--- src/rtl/mic_array_capture_scheduler.sv ---
// Master-mode I2S capture for a MEMS mic array: SCK/WS generation, per-line slot capture,
// frame-atomic scheduling into a shared sample FIFO, and an Avalon-MM register window.

module mic_capture_lane (
  input  logic        CLK,
  input  logic        RESET,
  input  logic        cap_en,
  input  logic        slot,
  input  logic [4:0]  pos,
  input  logic        sd,
  output logic [31:0] word
);
  // pos 1 lands on bit 15 of its half; bits below SAMPLE_BITS are never written and stay 0
  logic [3:0] bit_n;
  assign bit_n = 4'(5'd16 - pos);

  always_ff @(posedge CLK) begin
    if (RESET)       word <= '0;
    else if (cap_en) word[{~slot, bit_n}] <= sd;
  end
endmodule

module mic_array_capture_scheduler #(
  parameter int NUM_LINES   = 2,
  parameter int CLK_DIV     = 8,
  parameter int SAMPLE_BITS = 16,
  parameter int FIFO_DEPTH  = 16
) (
  input  logic                 CLK,
  input  logic                 RESET,
  input  logic                 AVL_CS,
  input  logic                 AVL_READ,
  input  logic                 AVL_WRITE,
  input  logic [3:0]           AVL_ADDR,
  input  logic [31:0]          AVL_WRITEDATA,
  output logic [31:0]          AVL_READDATA,
  input  logic [NUM_LINES-1:0] MIC_SD,
  output logic                 MIC_SCK,
  output logic                 MIC_WS,
  output logic [31:0]          codec_stream,
  output logic                 interrupt
);
  localparam int DIV_W = $clog2(CLK_DIV);
  localparam int PTR_W = $clog2(FIFO_DEPTH);
  localparam int LVL_W = PTR_W + 1;
  localparam logic [4:0] SB = 5'(SAMPLE_BITS);

  typedef enum logic [1:0] {S_IDLE, S_RUN, S_STOP} state_t;

  typedef struct packed {
    logic        rd;
    logic        wr;
    logic [3:0]  addr;
    logic [31:0] wdata;
  } avl_req_t;

  avl_req_t req;
  assign req.rd    = AVL_CS && AVL_READ;
  assign req.wr    = AVL_CS && AVL_WRITE;
  assign req.addr  = AVL_ADDR;
  assign req.wdata = AVL_WRITEDATA;

  state_t      state;
  logic        ctrl_en, ctrl_src, ctrl_irq_en;
  logic [7:0]  thresh;
  logic [31:0] linux_reg, frame_cnt, mic_latch;
  logic        ovf, irq, push_ok;

  logic [DIV_W-1:0] div_cnt;
  logic             sck, ws;
  logic [5:0]       bit_idx, bit_idx_inc;

  logic [NUM_LINES-1:0][31:0] lane_word;
  logic [NUM_LINES:0]         vld_pipe;

  logic [31:0]      mem [FIFO_DEPTH];
  logic [PTR_W-1:0] wr_ptr, rd_ptr;
  logic [LVL_W-1:0] level;
  logic [LVL_W:0]   room;

  logic        wr_ctrl, en_nxt, div_wrap, sck_rise, sck_fall, frame_end, cap_en;
  logic        room_ok, push, pop, thr_hit;
  logic [31:0] push_data;

  assign wr_ctrl     = req.wr && (req.addr == 4'd0);
  assign en_nxt      = wr_ctrl ? req.wdata[0] : ctrl_en;
  assign div_wrap    = (state != S_IDLE) && (div_cnt == DIV_W'(CLK_DIV - 1));
  assign sck_rise    = div_wrap && !sck;
  assign sck_fall    = div_wrap && sck;
  assign bit_idx_inc = bit_idx + 6'd1;
  assign frame_end   = sck_rise && (bit_idx == 6'd63);
  // slot position 0 is the I2S one-bit delay after the WS edge
  assign cap_en      = sck_rise && (bit_idx[4:0] != 5'd0) && (bit_idx[4:0] <= SB);
  assign room        = (LVL_W+1)'(FIFO_DEPTH) - (LVL_W+1)'(level);
  assign room_ok     = room >= (LVL_W+1)'(NUM_LINES);
  assign pop         = req.rd && (req.addr == 4'd2) && (level != '0);
  assign thr_hit     = (thresh != 8'd0) && (8'(level) >= thresh);

  for (genvar g = 0; g < NUM_LINES; g++) begin : g_lane
    mic_capture_lane u_lane (
      .CLK    (CLK),
      .RESET  (RESET),
      .cap_en (cap_en),
      .slot   (bit_idx[5]),
      .pos    (bit_idx[4:0]),
      .sd     (MIC_SD[g]),
      .word   (lane_word[g])
    );
  end

  // one line per cycle after frame end; lane words stay stable until the next slot's captures
  always_comb begin
    push      = 1'b0;
    push_data = '0;
    for (int k = 0; k < NUM_LINES; k++) begin
      if (vld_pipe[k] && push_ok) begin
        push      = 1'b1;
        push_data = lane_word[k];
      end
    end
  end

  always_ff @(posedge CLK) begin
    if (RESET) state <= S_IDLE;
    else begin
      unique case (state)
        S_IDLE:  if (en_nxt) state <= S_RUN;
        S_RUN:   if (!en_nxt) state <= S_STOP;
        S_STOP:  if (vld_pipe[NUM_LINES]) state <= S_IDLE;
        default: state <= S_IDLE;
      endcase
    end
  end

  always_ff @(posedge CLK) begin
    if (RESET || state == S_IDLE) begin
      div_cnt <= '0;
      sck     <= 1'b0;
      ws      <= 1'b0;
      bit_idx <= '0;
    end else begin
      div_cnt <= div_wrap ? '0 : div_cnt + DIV_W'(1);
      if (div_wrap) sck <= ~sck;
      if (sck_fall) begin
        bit_idx <= bit_idx_inc;
        ws      <= bit_idx_inc[5];
      end
    end
  end

  always_ff @(posedge CLK) begin
    if (push && !RESET) mem[wr_ptr] <= push_data;
  end

  always_ff @(posedge CLK) begin
    if (RESET) begin
      ctrl_en     <= 1'b0;
      ctrl_src    <= 1'b1;
      ctrl_irq_en <= 1'b0;
      thresh      <= 8'd8;
      linux_reg   <= '0;
      frame_cnt   <= '0;
      mic_latch   <= '0;
      ovf         <= 1'b0;
      irq         <= 1'b0;
      push_ok     <= 1'b0;
      vld_pipe    <= '0;
      wr_ptr      <= '0;
      rd_ptr      <= '0;
      level       <= '0;
    end else begin
      if (wr_ctrl) begin
        ctrl_en     <= req.wdata[0];
        ctrl_src    <= req.wdata[1];
        ctrl_irq_en <= req.wdata[2];
      end
      if (req.wr && req.addr == 4'd3) thresh    <= req.wdata[7:0];
      if (req.wr && req.addr == 4'd4) linux_reg <= req.wdata;

      vld_pipe <= {vld_pipe[NUM_LINES-1:0], frame_end};
      if (frame_end) begin
        frame_cnt <= frame_cnt + 32'd1;
        mic_latch <= lane_word[0];
        push_ok   <= room_ok;
      end
      // a drop and a clear in the same cycle leave the flag set
      if (frame_end && !room_ok)                         ovf <= 1'b1;
      else if (req.wr && req.addr == 4'd1 && req.wdata[2]) ovf <= 1'b0;

      if (push) wr_ptr <= wr_ptr + PTR_W'(1);
      if (pop)  rd_ptr <= rd_ptr + PTR_W'(1);
      level <= level + LVL_W'(push) - LVL_W'(pop);
      irq   <= ctrl_irq_en && (thr_hit || ovf);
    end
  end

  always_comb begin
    AVL_READDATA = '0;
    if (req.rd) begin
      unique case (req.addr)
        4'd0:    AVL_READDATA = {29'd0, ctrl_irq_en, ctrl_src, ctrl_en};
        4'd1:    AVL_READDATA = {16'd0, 8'(level), 5'd0, ovf, thr_hit, level != '0};
        4'd2:    AVL_READDATA = (level != '0) ? mem[rd_ptr] : 32'd0;
        4'd3:    AVL_READDATA = {24'd0, thresh};
        4'd4:    AVL_READDATA = linux_reg;
        4'd5:    AVL_READDATA = frame_cnt;
        default: AVL_READDATA = '0;
      endcase
    end
  end

  assign MIC_SCK      = sck;
  assign MIC_WS       = ws;
  assign codec_stream = ctrl_src ? mic_latch : linux_reg;
  assign interrupt    = irq;
endmodule

--- config.mk ---
export PLATFORM = sky130hd
export DESIGN_NAME = mic_array_capture_scheduler
export DESIGN_NICKNAME = d
export VERILOG_FILES = /design/src/rtl/mic_array_capture_scheduler.sv
export SDC_FILE = /design/constraint.sdc
export NUM_CORES = 1
export LEC_CHECK = 0
export BUFFER_PORTS_ARGS = -buffer_cell sky130_fd_sc_hd__buf_2
export CORE_MARGIN = 3
export CORE_UTILIZATION = 45
export CTS_BUF_LIST = sky130_fd_sc_hd__clkbuf_8
export CTS_CLUSTER_DIAMETER = 200
export DETAILED_ROUTE_END_ITERATION = 10
export SYNTH_ARGS = -nofsm -noshare
export SYNTH_HDL_FRONTEND = slang
export SYNTH_SLANG_ARGS = --single-unit
--- constraint.sdc ---
create_clock -name CLK -period 6.1 [get_ports CLK]
set_clock_uncertainty 0.15 [all_clocks]
set_input_delay 1.22 -clock CLK [delete_from_list [all_inputs] [get_ports CLK]]
set_output_delay 1.22 -clock CLK [all_outputs]
set_load 0.01 [all_outputs]
==> results of run 1 <==
==> power by group through the flow <==
stage | combinational [uW] | sequential (uW) | clock (uW)
6_report | 91.9 | 5160 | 3880
5_1_grt | 98.9 | 5160 | 4190
4_1_cts | 91.7 | 5160 | 3970
3_5_place_dp | 91.5 | 5260 | 0
3_3_place_gp | 90.5 | 5260 | 0
2_1_floorplan | 55.0 | 5260 | 0
==> per-layer routing <==
metal | vias up | routed length [um] | track usage (%)
met3 | 128 | 5380 | 3.55
met5 | - | 0 | 0
met1 | 8936 | 33200 | 32.6
met2 | 715 | 36900 | 37.0
met4 | 0 | 2150 | 7.76
li1 | 7703 | - | -
==> worst max-delay path, cell delays in order, from the launching register on <==
cell and delay, ns:
sky130_fd_sc_hd__dfxtp_4 0.74, sky130_fd_sc_hd__buf_4 0.45, sky130_fd_sc_hd__mux4_2 0.56, sky130_fd_sc_hd__mux4_2 0.59, sky130_fd_sc_hd__nand2_1 0.12, sky130_fd_sc_hd__o21ai_0 0.14, sky130_fd_sc_hd__buf_2 0.16
==> how the worst max path moves through the flow <==
stage / to / cells after the start / from
finish: AVL_READDATA[3] / 6 / flip-flop
global route: AVL_READDATA[13] / 11 / level[1]
CTS: AVL_READDATA[20] / 6 / flip-flop
detailed placement: AVL_READDATA[16] / 8 / AVL_ADDR[2]
global placement: AVL_READDATA[18] / 8 / AVL_ADDR[2]
floorplan: mem[2][0] / 4 / RESET
==> cells by family (layout without fill, tap and decap cells) <==
| family | count (synthesis) | after routing |
|---|---|---|
| mux | 304 | 304 |
| xor+xnor | 36 | 36 |
| simple gates | 481 | 481 |
| flops | 718 | 718 |
| fa+ha+maj | 31 | 31 |
| compound gates | 209 | 209 |
| buf+inv | 146 | 383 |
==> through the flow <==
| stage | power [uW] | setup WS, ns | utilization, % |
|---|---|---|---|
| after CTS | 9230 | 1.12 | 51.9 |
| after detailed placement | 5360 | 1.47 | 48.5 |
| after global routing | 9450 | 1.02 | 51.9 |
| after global placement | 5360 | 1.52 | 48.5 |
| final | 9140 | 1.23 | 51.9 |
| after floorplan | 5320 | 1.60 | - |
==> final cells by class <==
cell class	count	area (um^2)
clock inverter	83	452
clock buffer	125	1720
fill	5295	30600
timing repair buffer	150	897
multi-input combinational	1061	9320
sequential	718	19500
inverter	25	93.8
tap	846	1060
==> synth_stat cells, types with 2 or more instances <==
cell / count
sky130_fd_sc_hd__edfxtp_1: 512
sky130_fd_sc_hd__dfxtp_1: 206
sky130_fd_sc_hd__nand2_1: 188
sky130_fd_sc_hd__mux4_2: 152
sky130_fd_sc_hd__nor2_1: 146
sky130_fd_sc_hd__mux2i_1: 116
sky130_fd_sc_hd__a21oi_1: 97
sky130_fd_sc_hd__clkbuf_1: 77
sky130_fd_sc_hd__nand4_1: 49
sky130_fd_sc_hd__o21ai_0: 40
sky130_fd_sc_hd__a22o_1: 38
sky130_fd_sc_hd__mux2_2: 35
sky130_fd_sc_hd__ha_1: 30
sky130_fd_sc_hd__inv_1: 24
sky130_fd_sc_hd__buf_2: 22
sky130_fd_sc_hd__buf_1: 18
sky130_fd_sc_hd__nand3_1: 18
sky130_fd_sc_hd__xnor2_1: 18
sky130_fd_sc_hd__xor2_1: 18
sky130_fd_sc_hd__nor3_1: 16
sky130_fd_sc_hd__or3_1: 13
sky130_fd_sc_hd__nor4_1: 9
sky130_fd_sc_hd__and4_1: 8
sky130_fd_sc_hd__o22ai_1: 7
sky130_fd_sc_hd__nor2b_1: 6
sky130_fd_sc_hd__and2_1: 5
sky130_fd_sc_hd__a31oi_1: 4
sky130_fd_sc_hd__and3_1: 4
sky130_fd_sc_hd__clkbuf_2: 4
sky130_fd_sc_hd__nand3b_1: 4
sky130_fd_sc_hd__nand2b_1: 3
sky130_fd_sc_hd__nor3b_1: 3
sky130_fd_sc_hd__o21bai_1: 3
sky130_fd_sc_hd__a211o_1: 2
sky130_fd_sc_hd__a211oi_2: 2
sky130_fd_sc_hd__nand4b_1: 2
sky130_fd_sc_hd__o211a_1: 2
sky130_fd_sc_hd__o22a_1: 2
sky130_fd_sc_hd__o31ai_1: 2
sky130_fd_sc_hd__or4_1: 2
==> impl_summary.txt, run 1 <==
----------------------------------------------------
[Clock tree]
  Count of clock tree sinks ... 718
  Root Buffer Master ... sky130_fd_sc_hd__clkbuf_8
  Number of buffers inserted for hold repair after clock tree synthesis ... 0
  TritonCTS clock tree ... done
  Inserted Clock Buffers ... 114
  Clock transition time at the flip-flop clock pins of the worst setup and hold paths ... 0.06 ns
  CTS-repair resized insts ... 0
  Clock tree buffer depth ... 3
  Latest clock arrival within the worst-skew pair ... 0.70 ns
  Number of setup buffers added after CTS ... 0
  H-tree depth reported by CTS ... 3

[Global routing]
  Global-route usage over all layers ... 23.1%
  Vias in the first global route ... 17,479
  Initial antenna violation count ... 1
  Maximum number of pins on one net before global-route repair ... 76
  First-pass GRT wire length ... 115 mm
  Overall overflow remaining after global route ... 0

[Worst hold path]
  WHS Endpoint ... div_cnt[0]
  Min-delay worst type ... flip-flop to flip-flop
  Worst hold path startpoint ... div_cnt[0]
  Count of cells along the worst hold path ... 1

[Layout]
  Area growth from synthesis to layout ... 12.9%
  Post-route design area ... 33,000 um^2
  Antenna Cells ... 0
  Register ranked first by flip-flop count ... mem
  Largest register FFs ... 512
  Most common cell after layout, fill and taps aside ... sky130_fd_sc_hd__edfxtp_1
  Registers with the highest flip-flop counts ... mem x512, g_lane.u_lane.word x64
  Number of non-filler instances in the completed layout ... 3,008
  Number of nets in the layout ... 2,144
  Most frequent cells in the layout ... sky130_fd_sc_hd__edfxtp_1, sky130_fd_sc_hd__dfxtp_1, sky130_fd_sc_hd__nand2_1
  Fraction of layout cells with a size suffix above 1 ... 23.6%

[Placed design]
  RePlAce Congestion ... 0.924
  Number of placed instances, taps included ... 2,800
  Detailed Place HPWL ... 48.7 mm
  Port Buffers ... 109
  Standard cell area after detailed placement ... 30,900 um^2

[Pwr]
  Areal power density over the cells ... 276 nW/um^2
  Peak VDD IR ... 0.000132 V
  Share of power burned in registers ... 56.5%
  Cell internal power dissipation ... 7230 uW
  Clock power frac ... 42.5%
  Combinational share of power ... 1.0%
  Switching part of the total ... 20.9%
  Leakage Power ... 0.0126 uW
  Power spent charging and discharging nets ... 1910 uW

[Logic synthesis]
  Yosys reg bits ... 718
  Total nets after synthesis ... 1,999
  Basic-gate share of the synthesized area counting and, or, nand and nor cells ... 7.49%
  Fraction of registers with async set or reset after synthesis ... 0%
  Main combinational cell family by area after synthesis ... multiplexers
  Yosys top cell by area ... sky130_fd_sc_hd__edfxtp_1
  Multiplexer share of the synthesized area ... 17.1%
  Parity-gate share of the synthesized area counting xor and xnor cells ... 1.08%
  Area share of the largest cell type after synthesis ... 52.5%
  Top cells by area in the synthesized netlist ... sky130_fd_sc_hd__edfxtp_1, sky130_fd_sc_hd__dfxtp_1, sky130_fd_sc_hd__mux4_2, sky130_fd_sc_hd__mux2i_1, sky130_fd_sc_hd__nand2_1
  Netlist Area Pre-Place ... 29,300 um^2
  Primary FF master, synth ... sky130_fd_sc_hd__edfxtp_1
  Number of synthesis warnings ... 0
  Syn Inst Count ... 1,925
  Part of the Yosys area used for sequential elements ... 66.6%
  Number of distinct standard cells referenced by the synthesized netlist ... 58
  Number of enable flip-flop cells after synthesis ... 512
  Post-synthesis compound-gate area fraction ... 4.41%
  Mean instance size in the synthesized netlist ... 15.2 um^2
  Post-synthesis share of cell area spent on full adders, half adders and majority gates ... 1.35%

[Critical path]
  Worst R2R End ... level[4]
  Top fanout value on the critical path ... 30
  Category of the critical setup timing path ... flip-flop to output port
  Crit path capture type ... output port
  Data required time of the critical path ... 4.73 ns
  Worst R2R Start ... level[1]
  Slack of the worst reg-to-reg path ... 2.03 ns
  CP startpoint kind ... flip-flop
  Depth of the worst register-to-register path ... 16
  Arrival @ worst endpoint ... 3.50 ns

[Timing]
  Count of endpoints failing hold in the final timing report ... 0
  Final critical-path share of the clock period ... 79.8%
  Highest achievable clock rate ... 205 MHz
  Count of pins over their slew limit ... 0
  Worst slew margin relative to its limit ... 23.6%
  Fin Hold WS ... 0.278 ns
  Measured slew at the worst slew-check pin ... 1.15 ns
  Total negative slack ... 0 ns
  Min Clock Period, post-route ... 4.87 ns
  Setup repair after global routing missed its margin ... no
  # setup viols final ... 0

[Run]
  Max cap viols ... 0

[Drt]
  DRC marker count from the first detailed-route iteration ... 1,614
  Routed WL per cell ... 25.8 um
  Count of vias placed by the detailed router ... 17,482
  Detail Route Antenna Nets ... 0
  Routed vias/inst ... 5.81
  First-pass iteration count of the detailed router ... 5
  Final routed DRC violation total ... 0
  Total length of routed wires ... 77.6 mm

[Die]
  Starting utilization of the core area ... 46.0%
  Core box area ... 63,700 um^2
  # IOs ... 110
  Num rows ... 92
  Die area ... 68,100 um^2
  Die height ... 261 um
  Die width ... 261 um

[Outcome]
  Status ... completed

----------------------------------------------------
Power figures use the tool's default switching activity.
==> inputs of run 2 (changes only) <==
==> constraint.sdc (replaced) <==
create_clock -name CLK -period 4.3 [get_ports CLK]
set_clock_uncertainty 0.15 [all_clocks]
set_input_delay 0.86 -clock CLK [delete_from_list [all_inputs] [get_ports CLK]]
set_output_delay 0.86 -clock CLK [all_outputs]
set_load 0.01 [all_outputs]
==> run 2 against run 1 <==
- critical path depth increased by 6
- hold slack got worse by 0.045 ns
- register-to-register slack got worse by 1.2 ns
- flip-flop and latch count unchanged
- cell area increased by 1.2%
- critical path type unchanged
- critical endpoint is now AVL_READDATA[28]
==> impl_summary.txt, run 2 (synthesis gave the netlist of run 1 again) <==
----------------------------------------------------
[Drt]
  Routed WL per cell ... 25.1 um
  Routed vias/inst ... 5.77
  DRC marker count from the first detailed-route iteration ... 1,772
  First-pass iteration count of the detailed router ... 5
  Final routed DRC violation total ... 0
  Detail Route Antenna Nets ... 0
  Total length of routed wires ... 76.0 mm
  Count of vias placed by the detailed router ... 17,447

[Layout]
  Largest register FFs ... 512
  Registers with the highest flip-flop counts ... mem x512, g_lane.u_lane.word x64
  Most frequent cells in the layout ... sky130_fd_sc_hd__edfxtp_1, sky130_fd_sc_hd__dfxtp_1, sky130_fd_sc_hd__nand2_1
  Fraction of layout cells with a size suffix above 1 ... 24.4%
  Final cell utilization of the core ... 52.5%
  Layout fillers ... 5,245
  Register ranked first by flip-flop count ... mem
  Total area of multi-input combinational cells ... 9320 um^2
  Area of all sequential standard cells ... 19,500 um^2
  Most common cell after layout, fill and taps aside ... sky130_fd_sc_hd__edfxtp_1
  Number of nets in the layout ... 2,156
  Area growth from synthesis to layout ... 14.3%

[Die]
  Die height ... 261 um
  Die width ... 261 um
  Core box area ... 63,700 um^2
  Starting utilization of the core area ... 46.0%
  Die area ... 68,100 um^2
  # IOs ... 110
  Num rows ... 92

[Placed design]
  RePlAce Congestion ... 0.892
  Port Buffers ... 109
  Detailed Place HPWL ... 47.2 mm

[Timing]
  Min Clock Period, post-route ... 4.13 ns
  Count of endpoints failing hold in the final timing report ... 0
  Measured slew at the worst slew-check pin ... 1.07 ns
  Final critical-path share of the clock period ... 96.0%
  Worst slew margin relative to its limit ... 28.8%
  # setup viols final ... 0
  Highest achievable clock rate ... 242 MHz
  Setup repair after global routing missed its margin ... no
  Total negative slack ... 0 ns
  Count of pins over their slew limit ... 0

[Clock tree]
  Count of clock tree sinks ... 718
  H-tree depth reported by CTS ... 3
  Inserted Clock Buffers ... 115
  TritonCTS clock tree ... done
  Clock transition time at the flip-flop clock pins of the worst setup and hold paths ... 0.06 ns
  Clock tree buffer depth ... 3
  Root Buffer Master ... sky130_fd_sc_hd__clkbuf_8
  Latest clock arrival within the worst-skew pair ... 0.72 ns

[Global routing]
  Overall overflow remaining after global route ... 0
  First-pass GRT wire length ... 114 mm
  Maximum number of pins on one net before global-route repair ... 196
  Initial antenna violation count ... 2
  Global-route usage over all layers ... 22.6%
  Vias in the first global route ... 17,676

[Critical path]
  Slowest stage cell, crit path ... sky130_fd_sc_hd__dfxtp_1
  Critical path's most frequent cell ... sky130_fd_sc_hd__ha_1
  Data required time of the critical path ... 3.29 ns
  Category of the critical setup timing path ... flip-flop to output port
  Arrival @ worst endpoint ... 3.12 ns
  CP startpoint kind ... flip-flop
  Top Family by Delay on Critical Path ... buffers and inverters
  Slowest Stage Delay on Critical Path ... 0.39 ns
  Top fanout value on the critical path ... 5
  Cell chain of the critical path ... inv_1 > ha_1 > and2_1 > ha_1 > nor2_1 > nand4_1 > buf_4 > inv_2 > nand2_1 > o22a_1 > o21ai_0 > buf_2
  Crit path capture type ... output port
  Number of buffer and inverter instances along the worst setup path ... 4

[Run]
  Max cap viols ... 0

[Worst hold path]
  Min-delay worst type ... input pin to flip-flop

[Outcome]
  Status ... completed

[Pwr]
  Areal power density over the cells ... 395 nW/um^2
  Leakage Power ... 0.0127 uW
  Peak VDD IR ... 0.000195 V

----------------------------------------------------
[run 2: changes by cell type in the layout (fill, tap and decap cells not counted), sizes merged]
cell      previous run  this run
clkbuf             125       130
diode                0         2
buf                150       161
clkinvlp             2         1
inv                 79        73
bufinv               4         5
clkinv              23        28
[run 2: tightest hold or removal path, cell delays in order]
cell                      delay [ns]
sky130_fd_sc_hd__buf_2          0.10
sky130_fd_sc_hd__nand2_1        0.05
sky130_fd_sc_hd__a21oi_1        0.05
[run 2: area by class of cell]
cell class / count / share of cell area [%]
Antenna cell: 2 / 0.0150
Clock buffer: 130 / 5.35
Clock inverter: 82 / 1.47
Inverter: 25 / 0.281
Multi-Input combinational cell: 1061 / 27.9
Sequential cell: 718 / 58.3
Tap cell: 846 / 3.17
Timing Repair Buffer: 161 / 3.49
[run 2: timing repair]
action / CTS / global route
setup buffers: 3 / 2
endpoints found under the setup margin: 4 / 10
resized for setup: 0 / 3
pin swaps: 0 / 2
hold buffers: 0 / 0
[run 2: final timing paths]
| check | cells past startpoint | slack, ns | end | startpoint |
|---|---|---|---|---|
| hold / removal | 3 | 0.23 | linux_reg[15] | AVL_WRITEDATA[15] |
| setup / recovery | 12 | 0.17 | AVL_READDATA[28] | level[1] |
| setup reg to reg | 17 | 0.78 | level[4] | level[1] |
| hold reg to reg | 1 | 0.29 | div_cnt[0] | div_cnt[0] |
[run 2: stage by stage]
step / cells / hold WS (ns) / total power, uW / area, um^2 / setup WS (ns)
global route: 3023 / 0.190 / 13700 / 33400 / 0.0115
finish: 3025 / 0.234 / 13200 / 33400 / 0.171
floorplan: 1925 / 0.254 / 7550 / 29300 / 0.156
CTS: 3021 / 0.156 / 13300 / 33400 / 0.0498
global placement: 2806 / 0.262 / 7600 / 31100 / 0.642
detailed placement: 2806 / 0.277 / 7600 / 31100 / 0.640
[run 2: layer usage]
metal	vias to the layer above	wire [um]	track usage, %
met2	611	37000	37.1
li1	7724	-	-
met1	9014	32600	31.3
met3	96	5050	3.98
met4	2	1330	6.01
met5	-	10	0
[run 2: power by group]
part | switching [uW] | leakage (uW) | internal, uW | total (uW)
registers | 4.91 | 0.00745 | 7320 | 7320
logic | 89.0 | 0.00393 | 41.6 | 131
clock network | 2670 | 0.00134 | 3070 | 5740
